### config.mk
export PLATFORM = sky130hd
export DESIGN_NAME = soundbar_level_ctrl
export DESIGN_NICKNAME = d
export VERILOG_FILES = /design/src/rtl/soundbar_level_ctrl.sv
export SDC_FILE = /design/constraint.sdc
export NUM_CORES = 1
export LEC_CHECK = 0
export CELL_PAD_IN_SITES_DETAIL_PLACEMENT = 2
export CELL_PAD_IN_SITES_GLOBAL_PLACEMENT = 2
export CORE_MARGIN = 2
export CORE_UTILIZATION = 33
export CTS_CLUSTER_DIAMETER = 100
export DETAILED_ROUTE_END_ITERATION = 8
export PLACE_DENSITY_LB_ADDON = 0.08
export SKIP_LAST_GASP = 1
export SYNTH_ARGS = -nofsm -noshare
export SYNTH_HDL_FRONTEND = slang
export SYNTH_SLANG_ARGS = --single-unit
### constraint.sdc
create_clock -name clock -period 2.7 [get_ports clock]
set_input_delay 0.675 -clock clock [delete_from_list [all_inputs] [get_ports clock]]
set_output_delay 0.675 -clock clock [all_outputs]
set_load 0.005 [all_outputs]
### src/rtl/soundbar_level_ctrl.sv
// Peak-window level meter for the OLED soundbar: peak detection per sample window,
// instant-attack / slow-decay smoothing, and a thermometer code committed only at frame start.
module soundbar_level_ctrl #(
  parameter int WINDOW        = 4000,
  parameter int DECAY_WINDOWS = 4,
  parameter int BASE          = 2048
) (
  input  logic        clock,
  input  logic        reset,
  input  logic [11:0] mic_in,
  input  logic        sample_valid,
  input  logic        freeze,
  input  logic [12:0] index,
  output logic [15:0] tester,
  output logic [4:0]  level,
  output logic        window_done
);

  localparam int CW = (WINDOW > 2) ? $clog2(WINDOW) : 1;
  localparam int DW = (DECAY_WINDOWS > 2) ? $clog2(DECAY_WINDOWS) : 1;
  localparam logic [CW-1:0] CNT_LAST = CW'(WINDOW - 1);
  localparam logic [DW-1:0] DEC_LAST = DW'(DECAY_WINDOWS - 1);
  localparam logic [12:0]   BASE_W   = 13'(BASE);

  logic [11:0]   peak_q, peak_d;
  logic [11:0]   peak_final_q, peak_final_d;
  logic [CW-1:0] cnt_q, cnt_d;
  logic [DW-1:0] decay_q, decay_d;
  logic [4:0]    level_q, level_d;
  logic [15:0]   tester_q, tester_d;
  logic          close_q, close_d;
  logic          pending_q, pending_d;

  logic          accept;
  logic [11:0]   sample_max;
  logic [12:0]   excess;
  logic [12:0]   rounded;
  logic [4:0]    target;
  logic [16:0]   therm;

  // sample_valid is a one-cycle strobe with no back-pressure: a sample is consumed
  // on every edge where sample_valid=1 and freeze=0, otherwise it is dropped.
  always_comb begin
    peak_d       = peak_q;
    peak_final_d = peak_final_q;
    cnt_d        = cnt_q;
    decay_d      = decay_q;
    level_d      = level_q;
    tester_d     = tester_q;
    pending_d    = pending_q;
    close_d      = freeze ? close_q : 1'b0;

    accept     = sample_valid & ~freeze;
    sample_max = ((cnt_q == '0) || (mic_in > peak_q)) ? mic_in : peak_q;

    excess  = ({1'b0, peak_final_q} > BASE_W) ? ({1'b0, peak_final_q} - BASE_W) : 13'd0;
    rounded = (excess + 13'd127) >> 7;
    target  = (rounded > 13'd16) ? 5'd16 : rounded[4:0];
    therm   = (17'd1 << level_q) - 17'd1;

    if (accept) begin
      peak_d = sample_max;
      if (cnt_q == CNT_LAST) begin
        cnt_d        = '0;
        peak_final_d = sample_max;
        close_d      = 1'b1;
      end else begin
        cnt_d = cnt_q + 1'b1;
      end
    end

    if (!freeze) begin
      // Frame commit reads the pre-update level, so a collision shows the old bar.
      if (pending_q && (index == '0)) begin
        tester_d  = therm[15:0];
        pending_d = 1'b0;
      end
      if (close_q) begin
        pending_d = 1'b1;
        if (target >= level_q) begin
          level_d = target;
          decay_d = '0;
        end else if (decay_q < DEC_LAST) begin
          decay_d = decay_q + 1'b1;
        end else begin
          level_d = level_q - 5'd1;
          decay_d = '0;
        end
      end
    end
  end

  always_ff @(posedge clock) begin
    if (reset) begin
      peak_q       <= '0;
      peak_final_q <= '0;
      cnt_q        <= '0;
      decay_q      <= '0;
      level_q      <= '0;
      tester_q     <= '0;
      close_q      <= 1'b0;
      pending_q    <= 1'b0;
    end else begin
      peak_q       <= peak_d;
      peak_final_q <= peak_final_d;
      cnt_q        <= cnt_d;
      decay_q      <= decay_d;
      level_q      <= level_d;
      tester_q     <= tester_d;
      close_q      <= close_d;
      pending_q    <= pending_d;
    end
  end

  assign tester      = tester_q;
  assign level       = level_q;
  assign window_done = close_q & ~freeze;

endmodule

-- Yosys cells after proc, flatten, opt, wreduce, memory -nomap -nowiden
Cells that the tools add are included.
- register bits: 61
- input port bits: 29
- output and inout bits: 22
- word-level logic and storage cells: 48
- add/sub/neg operators: 6
- magnitude comparators: 5
- eq/ne operators: 2
- shift operators: 1
- mux-type cells: 13
- bitwise logic cells: 3
- reduce and logical (&&, ||, !) cells: 10
- operator list (kind ; count):
    two-way mux 12 bit ; 2
    << shifter 1 x 5 -> 16 bit (first input constant) ; 1
    subtractor 16 x 1 -> 16 bit (second input constant) ; 1
    two-way mux 5 bit ; 3
    adder 13 x 7 -> 13 bit (second input constant) ; 1
    zero test 13 bit ; 1
    two-way mux 13 bit ; 1
    subtractor 12 x 12 -> 13 bit (second input constant) ; 1
    adder 12 x 1 -> 12 bit (second input constant) ; 1
    equality test 12 bit (second input constant) ; 1
    greater-than comparator 12 bit ; 1
    greater-than comparator 12 bit (second input constant) ; 1
    zero test 12 bit ; 1
    AND reduction 2 bit ; 4
    greater-than comparator 6 x 5 -> 1 bit (second input constant) ; 1
    greater-or-equal comparator 5 bit ; 1
    two-way mux 1 bit ; 5
    subtractor 5 x 1 -> 5 bit (second input constant) ; 1
    two-way mux 2 bit ; 2
    AND reduction 3 bit ; 1
    adder 2 x 1 -> 2 bit (second input constant) ; 1
    bitwise AND 1 bit ; 2
    less-than comparator 2 bit (second input constant) ; 1
    inequality test 2 bit (second input constant) ; 1
    4 further kinds ; 4

-- Depth between registers and ports, before layout
Gate-level depths: netlist of the first run.
- depth in word-level cells: 8
- mapped depth: 12
- mapped depth without buffers: 11

-- Least setup slack after synthesis of the first run
No wires, ideal clock.
- kind: register to register
- start point: reg peak_final_q[3]
- end point: reg level_q[0] (netlist: level[0])
- library setup time: 0.117 ns
- data arrival time: 2.250 ns
- data required time: 2.583 ns
- setup slack: 0.333 ns
- stages on the path, launching flop included: 13
- buffers on the path: 1
- clock period less this slack: 2.367 ns
- cell sequence: dfxtp_1 nor4_2 nand2_1 xor2_1 nand2_1 ha_1 nand2b_1 a211oi_1 o21ai_1 clkbuf_1 nand3_1 o21ai_0 a32o_1
- longest elaborated chain between the ends: 8
- elaborated cells on any way between the ends: 10
- classes of those cells: 2 x add/sub; 3 x order compare; 1 x eq/ne; 3 x mux; 1 x reduce/logical
- RTL lines (what ; line ; source):
    from (decl) ; 26 ; logic [11:0] peak_final_q, peak_final_d;
    from (signal assigned) ; 105 ; peak_final_q <= peak_final_d;
    subtractor 12 x 12 -> 13 bit / greater-than comparator 12 bit (equally long branches) ; 56 ; excess = ({1'b0, peak_final_q} > BASE_W) ? ({1'b0, peak_final_q} - BASE_W) : 13'd0;
    two-way mux 13 bit * ; 56 ;
    adder 13 x 7 -> 13 bit * ; 57 ; rounded = (excess + 13'd127) >> 7;
    greater-than comparator 6 x 5 -> 1 bit ; 58 ; target = (rounded > 13'd16) ? 5'd16 : rounded[4:0];
    two-way mux 5 bit * ; 58 ;
    greater-or-equal comparator 5 bit ; 80 ; if (target >= level_q) begin
    inequality test 2 bit (no line) ; -- ;
    AND reduction 3 bit (no line) ; -- ;
    to (signal assigned) ; 108 ; level_q <= level_d;
    to (decl) ; 29 ; logic [4:0] level_q, level_d;
Mark *: on every way between the ends. The rest lies on a longest branch, timed or not.
A chain may end at the register's enable or synchronous reset.

-- Final worst setup path of the first run
- start point: in freeze
- end point: out window_done
- longest elaborated chain between the ends: 2
- RTL lines (what ; line ; source):
    from (decl) ; 12 ; input logic freeze,
    NOT 1 bit (no line) ; -- ;
    bitwise AND 1 bit ; 117 ; assign window_done = close_q & ~freeze;
    to (decl) ; 16 ; output logic window_done
Every way passes these cells.

==> metrics.cfg, run 1 <==
[outcome]
status=finished, final reports clean

[global_route]
grt_start_max_net_pins=26
grt_first_pass_wirelength_um=18270
first_global_vias=3585
grt_antenna_before_repair=0
overflow=0
grtUsageTotal_pct=20.52

[clock_tree]
tritoncts.num_buffers=9
clock-sinks=61
htree_num_levels=3
cts.root.buffer_cell=clkbuf_8
cts_hold_buffers=0
clock_network_latency_to_the_later_pin_of_the_worst_skew_pair_ns=0.36
tritoncts=built
max-clock-path-buffers=2
clk_pin_slew_worst_paths_ns=0.07

[pwr]
static-leakage-power_nw=1.728
p_per_area_nw_per_um2=459.3
peakVddDrop_v=0.0001799

[detailed_routing]
drtIter0Drc=72
num_vias=3356
drt_drc_violations_left=0
route.final.wire_length_um=11380
tritonroute_pass_1_iters=4
routed_wire_length_per_instance_um=18.13
avgViaCountPerCell=5.344
antenna_left=0

[worst_setup_path]
worst-endpoint-arrival_ns=1.94
critical_path_peak_fanout=2
critical_path_source_type=input port
end_kind=output pin
r2r_slack_ns=0.10
reg2reg_depth=13
worstReg2RegStart=peak_final_q[6]
crit_path_max_cell_delay_ns=0.50
top_cell_by_count_worst_path=clkdlybuf4s50_1
crit_required_ns=2.03
critical_path.cell_chain=clkdlybuf4s50_1, nand2b_2, inv_1, clkdlybuf4s50_1
timing.critical_path.slowest_stage_cell=clkdlybuf4s50_1
r2r_end=level[3]
path_class=input port to output pin
setup.worst_path.start=freeze
crit_end=window_done

[cells_and_area]
layoutNonFillerInstCount=628
finish.instance_area_um2=4557
postLayoutCoreUtil_pct=44.34
area_growth_syn_to_layout_pct=30.77
antenna_cells=0
layout.nets=542
post_route_cells_drive_above_1_share_pct=14.84

[sta]
min_period_over_period_pct=96.98
post_route_skew_ns=0.007431
report.final.slew_viol_count=0
report.final.hold_viol_count=0
maxClockFrequency_mhz=381.9
fin_ws_ns=0.08156
fin_hold_ws_ns=0.4968
slew_at_the_pin_closest_to_its_max_slew_limit_ns=0.7613
period_minus_slack_ns=2.618
worst_slew_margin_rel_pct=49.19
finalSetupViolations=0

[logic_synthesis]
synth.cell_area_um2=3485
postSynthCellCount=414
synth-main-ff-cell=dfxtp_1
syn-mean-instance-area_um2=8.417
asyncSetResetFlopFracSynth_pct=0
synth.yosys.seq_area_share_pct=35.04
synth_nets=469
synthTopCellsByCount=dfxtp_1, nor2_1, a21oi_1
synth_cell_type_count=54
synth_enable_flop_cells=0
netlist.top_cell.by_area=dfxtp_1
ys_ff_latch=61
synthDominantCellAreaShare_pct=35.04
synthMostInstantiatedCell=dfxtp_1
synth_top_cells_by_area=dfxtp_1, ha_1, mux2i_1
yosysWarnings=0

[placement]
finalWeightedCongestion=0.8135
worst_slack_placed_ns=-0.4294
dp_hpwl_um=8247
placedInstanceArea_um2=4287
buffer_ports.inserted=50
dp_cells=611

[floorplanning]
std_cell_rows=37
floorplan.die_area_um2=11400
floorplan.initialDensity_pct=33.91
core_um2=10280
floorplan.io_pins=51
dieWidth_um=106.8
die_height_um=106.8

[min_path]
hp_class=flop to flop

[job]
maxCapViolations=0

-- registers in the layout, summed over array words and instances (netlist names) --
name	flops
cnt_q	12
peak_final_q	12
decay_q	2
pending_q	1
tester	16
level	5
peak_q	12
close_q	1
-- cell type report --
cell class	instances	area (um^2)
clock buffer	11	151.4
clock inverter	5	58.81
fill	1177	5720
inverter	23	86.33
multi-input combinational	307	2103
sequential	61	1224
tap	136	170.2
timing repair buffer	85	763.2
-- cell families (layout without fill, tap and decap cells) --
kind of cell	after synthesis	count (layout)	synth area share, %
mux	27	27	7.863
xor+xnor	16	16	4.022
fa+ha+maj	26	26	9.336
compound gates	104	104	18.06
simple gates	134	134	19.64
buf+inv	46	124	6.032
flops	61	61	35.04
-- stage by stage --
step	total power, mW	TNS (ns)
2_1_floorplan	1.119	0
3_3_place_gp	1.217	-3.896
3_5_place_dp	1.232	-6.545
4_1_cts	2.130	0
5_1_grt	2.191	-0.1437
6_report	2.093	0
-- how the worst min path moves through the flow --
stage	start	end	slack [ns]	cells past startpoint
5_1_grt	tester[1]	tester[1]	0.53	2
4_1_cts	pending_q	pending_q	0.49	2
3_3_place_gp	pending_q	pending_q	0.47	2
3_5_place_dp	pending_q	pending_q	0.48	2
6_report	pending_q	pending_q	0.50	2
2_1_floorplan	pending_q	pending_q	0.44	2
-- critical path: cells and delay by family --
kind	cells	cell delay, ns
and+or+nand+nor	1	0.23
buffers and inverters	3	1.03
-- power by group --
part / internal [mW] / switching, mW / total [mW]
Combinational: 0.141 / 0.137 / 0.278
Clock: 0.476 / 0.408 / 0.885
Sequential: 0.916 / 0.0143 / 0.930
-- per-layer routing --
metal	up-vias	global-route usage (%)	routed length [um]
met2	45	35.21	5667
met3	11	3.343	346
met4	0	7.699	175
met1	1678	25.82	5194
li1	1622	-	-
met5	-	0	0
-- cells in the final DEF (no fill, tap or decap), types with 3 or more instances in the layout --
cell / Yosys / routed
nand2_1: 21 / 20
ha_1: 26 / 26
a211oi_1: 6 / 5
dfxtp_1: 61 / 59
and2_1: 5 / 5
nor4_1: 5 / 4
inv_1: 23 / 23
nand4_1: 9 / 9
mux2i_1: 26 / 26
buf_4: 0 / 35
a21oi_1: 35 / 35
nor2_1: 44 / 44
nor3_1: 7 / 6
nor3_2: 2 / 3
clkbuf_8: 0 / 11
or3_1: 6 / 6
clkdlybuf4s50_1: 0 / 50
a31oi_1: 10 / 10
xor2_1: 9 / 8
nand3_1: 13 / 13
nand2b_1: 5 / 4
o21ai_0: 34 / 34
xnor2_1: 7 / 7
nor4b_1: 3 / 3
-- what timing repair did --
| action | 4_1_cts | 5_1_grt |
|---|---|---|
| setup endpoints to repair | 10 | 6 |
| pin swaps | 0 | 4 |
| setup buffers | 0 | 1 |
| gates resized for setup | 4 | 8 |
| hold endpoints to repair | 0 | 0 |
No activity file was read; power rests on OpenSTA's default activity.
==> inputs of run 2 (changes only) <==
Settings changed: HOLD_SLACK_MARGIN set to 0.12, MAX_ROUTING_LAYER set to met4.
==> run 2 against run 1 <==
Cell area is the same. Clock-buffer cell count is the same. Non-clock buffer count is the same. Via count grew 0.80%.
==> metrics.cfg, run 2 (synthesized netlist as in run 1, its figures left out) <==
[outcome]
status=finished, final reports clean

[cells_and_area]
layout.nets=542
area_growth_syn_to_layout_pct=30.77
layoutNonFillerInstCount=628
largest_reg_flops=16
regArea_um2=1224
multi_input_gate_area_in_the_final_layout_um2=2103
post_route_cells_drive_above_1_share_pct=14.84
fillerInstances=1177
most_common_library_cell_in_the_layout_ignoring_fill_and_taps=dfxtp_1
postLayoutCoreUtil_pct=44.34
finish.instance_area_um2=4557
layout_common_cells=dfxtp_1, clkdlybuf4s50_1, nor2_1, a21oi_1, buf_4
antenna_cells=0

[worst_setup_path]
r2r_end=level[3]
worst-endpoint-arrival_ns=1.94
critical_path.cell_chain=clkdlybuf4s50_1, nand2b_2, inv_1, clkdlybuf4s50_1
reg2reg_depth=13
worstReg2RegStart=peak_final_q[6]
setup.worst_path.start=freeze
r2r_slack_ns=0.10
timing.critical_path.slowest_stage_cell=clkdlybuf4s50_1
path_class=input port to output pin
critical_path_source_type=input port
crit_required_ns=2.03
crit_end=window_done
critical_path_peak_fanout=2
crit_path_max_cell_delay_ns=0.50
top_cell_by_count_worst_path=clkdlybuf4s50_1
end_kind=output pin

[placement]
worst_slack_placed_ns=-0.4294
buffer_ports.inserted=50
dp_hpwl_um=8247
dp_cells=611
finalWeightedCongestion=0.8256
placedInstanceArea_um2=4287

[pwr]
p_per_area_nw_per_um2=458.7
peakVddDrop_v=0.0001798
static-leakage-power_nw=1.728

[detailed_routing]
avgViaCountPerCell=5.387
route.final.wire_length_um=11410
drtIter0Drc=72
routed_wire_length_per_instance_um=18.17
antenna_left=0
tritonroute_pass_1_iters=4
num_vias=3383
drt_drc_violations_left=0

[sta]
min_period_over_period_pct=96.98
slew_at_the_pin_closest_to_its_max_slew_limit_ns=0.7669
report.final.slew_viol_count=0
period_minus_slack_ns=2.618
report.final.hold_viol_count=0
maxClockFrequency_mhz=381.9
worst_slew_margin_rel_pct=48.82
fin_ws_ns=0.08155
finalSetupViolations=0
post_route_skew_ns=0.008607

[global_route]
first_global_vias=3594
grt_start_max_net_pins=26
grt_first_pass_wirelength_um=18270
grt_antenna_before_repair=0
overflow=0
grtUsageTotal_pct=21.12

[clock_tree]
clock-sinks=61
tritoncts.num_buffers=9
cts_hold_buffers=0
tritoncts=built
clk_pin_slew_worst_paths_ns=0.07
max-clock-path-buffers=2
cts.root.buffer_cell=clkbuf_8
clock_network_latency_to_the_later_pin_of_the_worst_skew_pair_ns=0.35
htree_num_levels=3

[job]
maxCapViolations=0

[floorplanning]
core_um2=10280
std_cell_rows=37
floorplan.die_area_um2=11400
dieWidth_um=106.8
floorplan.initialDensity_pct=33.91
floorplan.io_pins=51
die_height_um=106.8

[min_path]
hp_class=flop to flop

==> run 2: cell counts in the layout (fill, tap and decap cells not counted) <==
No cell type changed its count.
==> run 2: area by class of cell <==
| type | count | area share, % |
|---|---|---|
| multi-input cells | 307 | 46.16 |
| well taps | 136 | 3.734 |
| clock buffers | 11 | 3.322 |
| clock inverters | 5 | 1.290 |
| flip-flops and latches | 61 | 26.85 |
| inverters | 23 | 1.895 |
| repair buffers | 85 | 16.75 |
==> run 2: what timing repair did <==
item / 4_1_cts / 5_1_grt
pin swaps: 0 / 4
setup buffers: 0 / 1
endpoints found under the hold margin: 0 / 0
resized for setup: 4 / 8
endpoints found under the setup margin: 10 / 6
==> run 2: metrics by stage <==
stage | total power, mW | setup TNS [ns] | hold WS (ns)
floorplan | 1.119 | 0 | 0.4448
global placement | 1.217 | -3.896 | 0.4681
detailed placement | 1.232 | -6.545 | 0.4809
CTS | 2.130 | 0 | 0.4949
global route | 2.191 | -0.1437 | 0.5320
finish | 2.090 | 0 | 0.4969
==> run 2: worst min path at each step <==
stage               startpoint  cells after the start         to
floorplan            pending_q                      2  pending_q
CTS                  pending_q                      2  pending_q
detailed placement   pending_q                      2  pending_q
finish               pending_q                      2  pending_q
global route         tester[1]                      2  tester[1]
global placement     pending_q                      2  pending_q
==> run 2: worst max-delay path: cells and delay by family <==
family                 cells  cell delay (ns)
buffers and inverters      3             1.03
AND/OR/NAND/NOR            1             0.23
==> run 2: power breakdown <==
part	internal, mW	switching (mW)
Clock	0.477	0.406
Combinational	0.141	0.137
Sequential	0.916	0.0142
==> run 2: layer usage <==
metal  up-vias  track usage, %  wire, um
met4         0           7.699       156
li1       1623               -         -
met1      1700           25.85      5266
met2        49           35.26      5669
met3        11           3.343       316
met5         -               -         0
